--- src/rtl/vote_pkg.sv ---
// Shared types and helpers for the ballot session controller.
//   state_e     : session FSM states
//   vote_dec_t  : classification of a valid_vote word (one-hot / multi-bit) plus encoded index
//   decode_vote : classifies and encodes a per-candidate vote word
package vote_pkg;

  localparam int unsigned NUM_CAND = 4;
  localparam int unsigned CAND_W   = 2;

  typedef enum logic [1:0] {
    StIdle,
    StArmed,
    StCommit,
    StLockout
  } state_e;

  typedef struct packed {
    logic              one_hot;
    logic              multi;
    logic [CAND_W-1:0] idx;
  } vote_dec_t;

  // idx is only meaningful when one_hot is set.
  function automatic vote_dec_t decode_vote(input logic [NUM_CAND-1:0] v);
    vote_dec_t  d;
    logic [2:0] cnt;
    cnt   = '0;
    d.idx = '0;
    for (int unsigned i = 0; i < NUM_CAND; i++) begin
      if (v[i]) begin
        cnt   = cnt + 3'd1;
        d.idx = CAND_W'(i);
      end
    end
    d.one_hot = (cnt == 3'd1);
    d.multi   = (cnt >= 3'd2);
    return d;
  endfunction

endpackage

--- src/rtl/vote_timer.sv ---
// Loadable down-counter shared by the ARMED and LOCKOUT phases.
//   clock, reset : rising-edge clock, async active-high reset (count -> 0)
//   load         : load load_value (has priority over dec)
//   dec          : decrement by one; holds at zero instead of wrapping
//   is_zero      : registered count equals zero
module vote_timer #(
  parameter int unsigned Width = 10
) (
  input  logic             clock,
  input  logic             reset,
  input  logic             load,
  input  logic [Width-1:0] load_value,
  input  logic             dec,
  output logic             is_zero
);

  logic [Width-1:0] count_q, count_d;

  always_comb begin
    count_d = count_q;
    if (load) begin
      count_d = load_value;
    end else if (dec && (count_q != '0)) begin
      count_d = count_q - Width'(1);
    end
  end

  always_ff @(posedge clock or posedge reset) begin
    if (reset) begin
      count_q <= '0;
    end else begin
      count_q <= count_d;
    end
  end

  assign is_zero = (count_q == '0);

endmodule

--- src/rtl/ballot_session_ctrl.sv ---
// Sequences one voter session: officer start arms the machine, exactly one unambiguous vote is
// accepted and committed to the logger as a one-cycle strobe, then a fixed lockout follows.
//   clock, reset   : rising-edge clock, async active-high reset
//   mode           : 0 = vote mode, 1 = view mode (aborts an armed session)
//   voter_start    : officer start, sampled only in IDLE
//   valid_vote     : per-candidate debounced vote pulses
//   armed / busy   : ARMED, and COMMIT-or-LOCKOUT indications
//   commit_valid   : one-cycle strobe with commit_cand to the logger
//   reject         : one-cycle pulse for an ambiguous multi-bit vote while armed
//   timeout        : one-cycle pulse when an armed session is abandoned
//   voters_served  : saturating count of committed sessions
// All outputs come straight from flops; no input reaches an output combinationally.
module ballot_session_ctrl
  import vote_pkg::*;
#(
  parameter int unsigned NUM_CAND       = 4,
  parameter int unsigned CAND_W         = 2,
  parameter int unsigned TIMEOUT_CYCLES = 1000,
  parameter int unsigned LOCK_CYCLES    = 10,
  parameter int unsigned CNT_W          = 16
) (
  input  logic                clock,
  input  logic                reset,
  input  logic                mode,
  input  logic                voter_start,
  input  logic [NUM_CAND-1:0] valid_vote,
  output logic                armed,
  output logic                busy,
  output logic                commit_valid,
  output logic [CAND_W-1:0]   commit_cand,
  output logic                reject,
  output logic                timeout,
  output logic [CNT_W-1:0]    voters_served
);

  localparam int unsigned TimerMax = (TIMEOUT_CYCLES > LOCK_CYCLES) ? TIMEOUT_CYCLES : LOCK_CYCLES;
  localparam int unsigned TimerW   = $clog2(TimerMax);
  localparam logic [TimerW-1:0] TimeoutLoad = TimerW'(TIMEOUT_CYCLES - 1);
  localparam logic [TimerW-1:0] LockLoad    = TimerW'(LOCK_CYCLES - 1);

  state_e            state_q, state_d;
  logic [CAND_W-1:0] cand_q, cand_d;
  logic              reject_q, reject_d;
  logic              timeout_q, timeout_d;
  logic [CNT_W-1:0]  voters_q, voters_d;

  logic              t_load, t_dec, t_zero;
  logic [TimerW-1:0] t_value;
  vote_dec_t         vote;

  assign vote = decode_vote(valid_vote);

  vote_timer #(
    .Width(TimerW)
  ) u_timer (
    .clock     (clock),
    .reset     (reset),
    .load      (t_load),
    .load_value(t_value),
    .dec       (t_dec),
    .is_zero   (t_zero)
  );

  always_comb begin
    state_d   = state_q;
    cand_d    = cand_q;
    reject_d  = 1'b0;
    timeout_d = 1'b0;
    voters_d  = voters_q;
    t_load    = 1'b0;
    t_value   = '0;
    t_dec     = 1'b0;
    unique case (state_q)
      StIdle: begin
        if (voter_start && !mode) begin
          state_d = StArmed;
          t_load  = 1'b1;
          t_value = TimeoutLoad;
        end
      end
      StArmed: begin
        // Priority: abort, accepted vote, ambiguous vote, expiry, count down.
        if (mode) begin
          state_d = StIdle;
        end else if (vote.one_hot) begin
          cand_d  = vote.idx;
          state_d = StCommit;
        end else if (vote.multi) begin
          reject_d = 1'b1;
          t_dec    = 1'b1;
        end else if (t_zero) begin
          timeout_d = 1'b1;
          state_d   = StIdle;
        end else begin
          t_dec = 1'b1;
        end
      end
      StCommit: begin
        if (voters_q != '1) begin
          voters_d = voters_q + CNT_W'(1);
        end
        state_d = StLockout;
        t_load  = 1'b1;
        t_value = LockLoad;
      end
      StLockout: begin
        if (t_zero) begin
          state_d = StIdle;
        end else begin
          t_dec = 1'b1;
        end
      end
      default: state_d = StIdle;
    endcase
  end

  always_ff @(posedge clock or posedge reset) begin
    if (reset) begin
      state_q   <= StIdle;
      cand_q    <= '0;
      reject_q  <= 1'b0;
      timeout_q <= 1'b0;
      voters_q  <= '0;
    end else begin
      state_q   <= state_d;
      cand_q    <= cand_d;
      reject_q  <= reject_d;
      timeout_q <= timeout_d;
      voters_q  <= voters_d;
    end
  end

  assign armed         = (state_q == StArmed);
  assign busy          = (state_q == StCommit) || (state_q == StLockout);
  assign commit_valid  = (state_q == StCommit);
  assign commit_cand   = cand_q;
  assign reject        = reject_q;
  assign timeout       = timeout_q;
  assign voters_served = voters_q;

endmodule

--- config.mk ---
export PLATFORM = sky130hd
export DESIGN_NAME = ballot_session_ctrl
export DESIGN_NICKNAME = d
export VERILOG_FILES = /design/src/rtl/vote_pkg.sv /design/src/rtl/vote_timer.sv /design/src/rtl/ballot_session_ctrl.sv
export SDC_FILE = /design/constraint.sdc
export NUM_CORES = 1
export LEC_CHECK = 0
export ABC_CLOCK_PERIOD_IN_PS = 2600
export CAP_MARGIN = 10
export CORE_MARGIN = 2
export CORE_UTILIZATION = 50
export DETAILED_ROUTE_END_ITERATION = 7
export PLACE_DENSITY_LB_ADDON = 0.2
export SYNTH_ARGS = -nofsm -noshare
export SYNTH_HDL_FRONTEND = slang
export SYNTH_SLANG_ARGS = --single-unit
--- constraint.sdc ---
create_clock -name clock -period 2.6 [get_ports clock]
set_clock_uncertainty 0.05 [all_clocks]
set_input_delay 0.39 -clock clock [delete_from_list [all_inputs] [get_ports clock]]
set_output_delay 0.39 -clock clock [all_outputs]
set_load 0.1 [all_outputs]
# After elaboration in Yosys (flattened, before gate mapping)
# Index checks and enable logic that the tools add are counted.
[totals]
register_bits = 32
latchBits = 0
ram_bits = 0
romBits = 0
in_bits = 8
out_inout_bits = 23
n_memories = 0
[classes]
add_sub_neg = 5
multipliers = 0
div_mod_pow = 0
n_lt_le_gt_ge = 1
n_eq_ne = 7
shifts = 0
muxes = 33
bitwise = 1
reduce_logical = 11
[op_table]
columns = ["cell", "n"]
rows = [
  ["$mux W10", 3],
  ["$pmux W10 S2", 1],
  ["$add A16 B1 Y16 const B", 1],
  ["$mux W1", 16],
  ["$ne A16 B16 Y1 const B", 1],
  ["$mux W2", 7],
  ["$logic_not A10 Y1", 1],
  ["$reduce_bool A10 Y1", 1],
  ["$sub A10 B1 Y10 const B", 1],
  ["$add A3 B1 Y3 const B", 3],
  ["$mux W3", 3],
  ["$pmux W2 S4", 1],
  ["$eq A2 B2 Y1 const B", 2],
  ["$ne A4 B3 Y1 const B", 1],
  ["$pmux W1 S2", 2],
  ["$reduce_and A2 Y1", 2],
  ["$eq A3 B1 Y1 const B", 1],
  ["$ge A3 B2 Y1 const B", 1],
  ["$reduce_and A3 Y1", 1],
  ["$eq A2 B1 Y1 const B", 1],
  ["$logic_and A1 B1 Y1", 2],
  ["$logic_not A2 Y1", 1],
  ["$ne A2 B2 Y1 const B", 1],
  ["$reduce_bool A2 Y1", 1],
  ["other kinds (3)", 3],
]

# Logic depth before layout (Yosys ltp)
[logic_depth]
ltp_word = 15
ltp_mapped = 11

# Modules after synthesis
# Synthesis repeated with hierarchy kept, for this count alone.
[unflattened]
hier_cells = 209
area_unflattened_um2 = 1990.7
[by_module_without_submodules]
columns = ["mod", "instances", "cells_each", "area_each_um2", "seq_area_each_um2"]
rows = [
  ["ballot_session_ctrl", 1, 140, 1335.0, 550.5],
  ["vote_timer", 1, 69, 655.6, 250.2],
]

# Least setup slack after synthesis
# Ideal clock, no wire load.
[synth_timing]
path_type = "input -> register"
from = "input valid_vote[0]"
to = "register u_timer.count_q[4]"
t_arrival_ns = 2.747
required_time_ns = 2.450
path_slack_ns = -0.296
cell_stages = 11
path_cell_list = "inv_1 -> ha_1 -> xor2_1 -> ha_1 -> xnor2_1 -> a31o_1 -> a2111oi_4 -> o21bai_2 -> buf_6 -> or3_1 -> a211oi_2"
[synth_between]
elab_chain_cells = 14
word_cells_on_any_way = 15
[synth_lines]
columns = ["element", "line", "rtl"]
rows = [
  ["start: declaration", "ballot_session_ctrl.sv:26", "input logic [NUM_CAND-1:0] valid_vote,"],
  ["$mux W1 (*)", "vote_pkg.sv:30", "if (v[i]) begin"],
  ["$add A3 B1 Y3", "vote_pkg.sv:31", "cnt = cnt + 3'd1;"],
  ["$mux W3 (*)", "vote_pkg.sv:30", ""],
  ["$add A3 B1 Y3", "vote_pkg.sv:31", ""],
  ["$mux W3 (*)", "vote_pkg.sv:30", ""],
  ["$add A3 B1 Y3", "vote_pkg.sv:31", ""],
  ["$mux W3 (*)", "vote_pkg.sv:30", ""],
  ["$ge A3 B2 Y1", "vote_pkg.sv:36", "d.multi = (cnt >= 3'd2);"],
  ["$mux W1", "ballot_session_ctrl.sv:88", "end else if (vote.multi) begin"],
  ["$mux W1 (*)", "ballot_session_ctrl.sv:85", "end else if (vote.one_hot) begin"],
  ["$mux W1 (*)", "ballot_session_ctrl.sv:83", "if (mode) begin"],
  ["$pmux W1 S2 (*)", "ballot_session_ctrl.sv:73", "unique case (state_q)"],
  ["$logic_and A1 B1 Y1 (*)", "vote_timer.sv:23", "end else if (dec && (count_q != '0)) begin"],
  ["$reduce_bool A2 Y1 (no source line) (*)", "n/a", ""],
  ["end signal: assignment", "vote_timer.sv:32", "count_q <= count_d;"],
  ["end: declaration", "vote_timer.sv:17", "logic [Width-1:0] count_q, count_d;"],
]
# Mark *: on every way between the ends. The rest lies on a longest branch, timed or not.
# A chain may end at the register's enable or synchronous reset.

# Final worst setup path
[layout_timing]
from = "input valid_vote[2]"
to = "register u_timer.count_q[4]"
[layout_between]
elab_chain_cells = 10
word_cells_on_any_way = 11
[layout_lines]
columns = ["element", "line"]
rows = [
  ["$mux W3 (*)", "vote_pkg.sv:30"],
  ["$add A3 B1 Y3", "vote_pkg.sv:31"],
  ["$mux W3 (*)", "vote_pkg.sv:30"],
  ["$ge A3 B2 Y1", "vote_pkg.sv:36"],
  ["$mux W1", "ballot_session_ctrl.sv:88"],
  ["$mux W1 (*)", "ballot_session_ctrl.sv:85"],
  ["$mux W1 (*)", "ballot_session_ctrl.sv:83"],
  ["$pmux W1 S2 (*)", "ballot_session_ctrl.sv:73"],
  ["$logic_and A1 B1 Y1 (*)", "vote_timer.sv:23"],
  ["$reduce_bool A2 Y1 (no source line) (*)", "n/a"],
]
# Marked as above.

==> results.md <==
- Final std cells w/o fill: 280
- Area occupied by multi-input gates: 971 um^2
- Nets: 247
- Reg power frac: 29.8%
- Synth warn: 0
- Critical path's largest stage delay: 440 ps
- Post-synth ARST share: 100%
- CP endpoint: u_timer.count_q[4]$_DFFE_PP0P_
- Combinational power share: 55.9%
- Max IR drop VDD: 0.000671 V
- Endpoints failing setup: 0
- #FFs+latches synth: 32
- RePlAce Congestion: 0.881
- Wl on met1: 1670 um
- Clock Latency Late Sink: 330 ps
- Row count: 21
- Final Max Slew Viols: 0
- CP Data Required Time: 2800 ps
- Synthesized instance count: 189
- Slew headroom: 73.4%
- Antenna Violating Nets Remaining: 0
- GRT overflow: 0
- Crit path max-delay cell type: a2111oi_4
- Die Wd: 64.0 um
- Post-DP HPWL: 3010 um
- Worst-path fanout max: 8
- CP startpoint: valid_vote[2]
- Reg2Reg Launch Point: u_timer.count_q[4]$_DFFE_PP0P_
- Synth Net Count: 203
- Worst R2R End: u_timer.count_q[0]$_DFFE_PP0P_
- Area Overhead vs Synth: 28.1%
- Top cell type's share of synthesized area: 44.5%
- Fmax: 0.404 GHz
- Vias in the first global route: 1545
- Post-synthesis sequential area ratio: 44.5%
- Pwr/cell area: 1130 mW/mm^2
- Mapped Avg Cell Area: 9.53 um^2
- Uppermost routed layer: met4
- Post-synth EDFFs: 0
- Status: completed
- Share of layout cells above drive strength 1: 27.4%
- Antenna diodes: 0
- Final-report hold violation count: 0
- GR Util All Layers: 20.9%
- DR iter-0 viols: 102
- # H-tree levels: 2
- Worst path depth: 10
- IO Port Bufs: 30
- Slew of the pin with the lowest slew margin: 399 ps
- Filler Cell Count: 264
- Initial antenna violation count: 0
- Register area: 801 um^2
- Sw power: 1.32 mW
- R2r setup slk: 370 ps
- Worst r2r path cells: 6
- I/O pins: 31
- Fin crit period: 2480 ps
- Placed insts: 272
- Hold Buf Count CTS: 0
- Worst Path Buf+Inv: 1
- First-pass detailed-route iteration total: 4
- Post-synth cell types: 44
- Vias per cell: 5.58
- Largest net degree at the start of global routing: 33
- Post-Route WL: 4020 um
- Initial core utilization: 53.1%
- Die ar.: 0.00410 mm^2
- Worst Setup Start Kind: input port
- Max_cap viols: 0
- Placement Setup Slack: -685 ps
- Area leader, netlist: dfrtp_1
- Final setup margin: 125 ps
- Clk slew on worst S/H paths: 110 ps
- Internal: 1.30 mW
- WS Path Type: input port to flip-flop
- Ys flop type: dfrtp_1
- Critical Path AT: 2670 ps
- Root buffer cell: clkbuf_4
- DRC errors left: 0
- Clock power frac: 14.3%
- Chip height: 64.0 um
- WL met2: 2150 um
- Syn Std Cell Area: 0.00180 mm^2
- Vias: 1562
- Clock buffer depth: 2
- Cts bufs inserted: 5
- Core area: 0.00339 mm^2
- Net Sw Frac: 50.5%
- Synth area leaders: dfrtp_1 (44%), xnor2_1 (7.3%), ha_1 (4.2%)
- CP cell instances: clkdlybuf4s15_1 -> nor2_1 -> a21oi_2 -> ha_2 -> xnor2_1 -> a31o_1 -> a2111oi_4 -> o21bai_4 -> or3_1 -> a211oi_2
- Lkg Pwr: 1.05 nW
- CTS Sinks: 32
- WL/cell: 14.4 um
- Final period util: 95.2%
- CTS tree: built
- Worst path top cell family by delay: compound AO/OA/AOI/OAI gates
- Critical path endpoint category: flip-flop
- Setup Buffers After CTS: 0
- Min-Delay Path Class: input port to async pin
- First-pass GRT wire length: 6690 um
- Length of routed met3 wiring: 157 um
layout make-up:
type / instances / share of cell area, %
clock buffers: 5 / 1.63
clock inverters: 3 / 1.84
inverters: 11 / 2.33
multi-input cells: 140 / 42.1
flip-flops and latches: 32 / 34.7
well taps: 46 / 2.50
repair buffers: 43 / 14.9
timing repair:
action | CTS | global route
pin swaps | 0 | 3
resized for setup | 7 | 6
setup endpoints to repair | 10 | 9
synth_stat cells (5+ instances only):
master	number
a21oi_1	5
xnor2_1	15
inv_1	11
and3_1	7
ha_1	6
o21ai_0	10
or3_1	6
nand2_1	13
nand3_1	14
nor2_1	18
dfrtp_1	32
registers in the layout, summed over array words and instances, names as in the netlist:
name,cells
voters_served,16
u_timer.count_q,10
commit_cand,2
state_q,2
reject,1
timeout,1
metrics by stage:
| stage | area, um^2 | power [mW] | util (%) | hold WS, ps | setup TNS (ps) |
|---|---|---|---|---|---|
| after floorplan | 1840 | 1.88 | - | 431 | -63.1 |
| final | 2310 | 2.62 | 68.0 | 395 | 0 |
| after CTS | 2300 | 2.60 | 67.8 | 395 | 0 |
| after global placement | 2210 | 2.18 | 65.3 | 417 | -5500 |
| after detailed placement | 2210 | 2.21 | 65.3 | 454 | -6770 |
| after global routing | 2310 | 2.76 | 68.0 | 412 | -53.8 |
worst min path at each step:
stage / start / to / slack [ps] / cells after the start
floorplan: u_timer.count_q[1]$_DFFE_PP0P_ / u_timer.count_q[1]$_DFFE_PP0P_ / 430 / 2
global placement: commit_cand[1]$_DFFE_PP0P_ / commit_cand[1]$_DFFE_PP0P_ / 420 / 2
detailed placement: commit_cand[0]$_DFFE_PP0P_ / commit_cand[0]$_DFFE_PP0P_ / 450 / 2
CTS: reset / commit_cand[1]$_DFFE_PP0P_ / 400 / 3
global route: valid_vote[1] / commit_cand[0]$_DFFE_PP0P_ / 410 / 3
finish: reset / voters_served[12]$_DFFE_PP0P_ / 400 / 3
routing by layer:
metal,vias to the layer above,GRT usage (%)
li1,762,-
met1,755,25.1
met2,40,36.6
met3,5,4.75
met4,0,7.07
met5,-,0
power by group through the flow:
| stage | Combinational (mW) | Sequential [mW] | Clock [mW] |
|---|---|---|---|
| 3_5_place_dp | 1.43 | 0.784 | 0 |
| 3_3_place_gp | 1.40 | 0.778 | 0 |
| 4_1_cts | 1.44 | 0.774 | 0.384 |
| 5_1_grt | 1.55 | 0.799 | 0.414 |
| 2_1_floorplan | 0.747 | 1.13 | 0 |
| 6_report | 1.46 | 0.779 | 0.375 |
worst register-to-register path: cells and delay by family, from the launching register on:
kind	cells	cell delay, ps
AOI/OAI and AO/OA	1	190
DFF	1	440
and+or+nand+nor	4	1360
xor gates and xnor gates	1	90
cell families after synthesis:
family                     synth area share, %
adders and majority gates                 4.17
AOI/OAI and AO/OA                         14.9
xor gates and xnor gates                  8.76
DFF                                       44.5
buffers and inverters                     4.03
and+or+nand+nor                           22.5
muxes                                     1.18
placed cells by master, fill, tap and decap left out, types with 5 or more instances in the layout:
| cell type | n |
|---|---|
| and3_1 | 7 |
| buf_4 | 35 |
| clkbuf_4 | 5 |
| dfrtp_1 | 32 |
| inv_1 | 9 |
| nand2_1 | 13 |
| nand3_1 | 14 |
| nor2_1 | 18 |
| o21ai_0 | 10 |
| or3_1 | 6 |
| xnor2_1 | 15 |
Note: power is estimated with default switching activity, not from simulation.
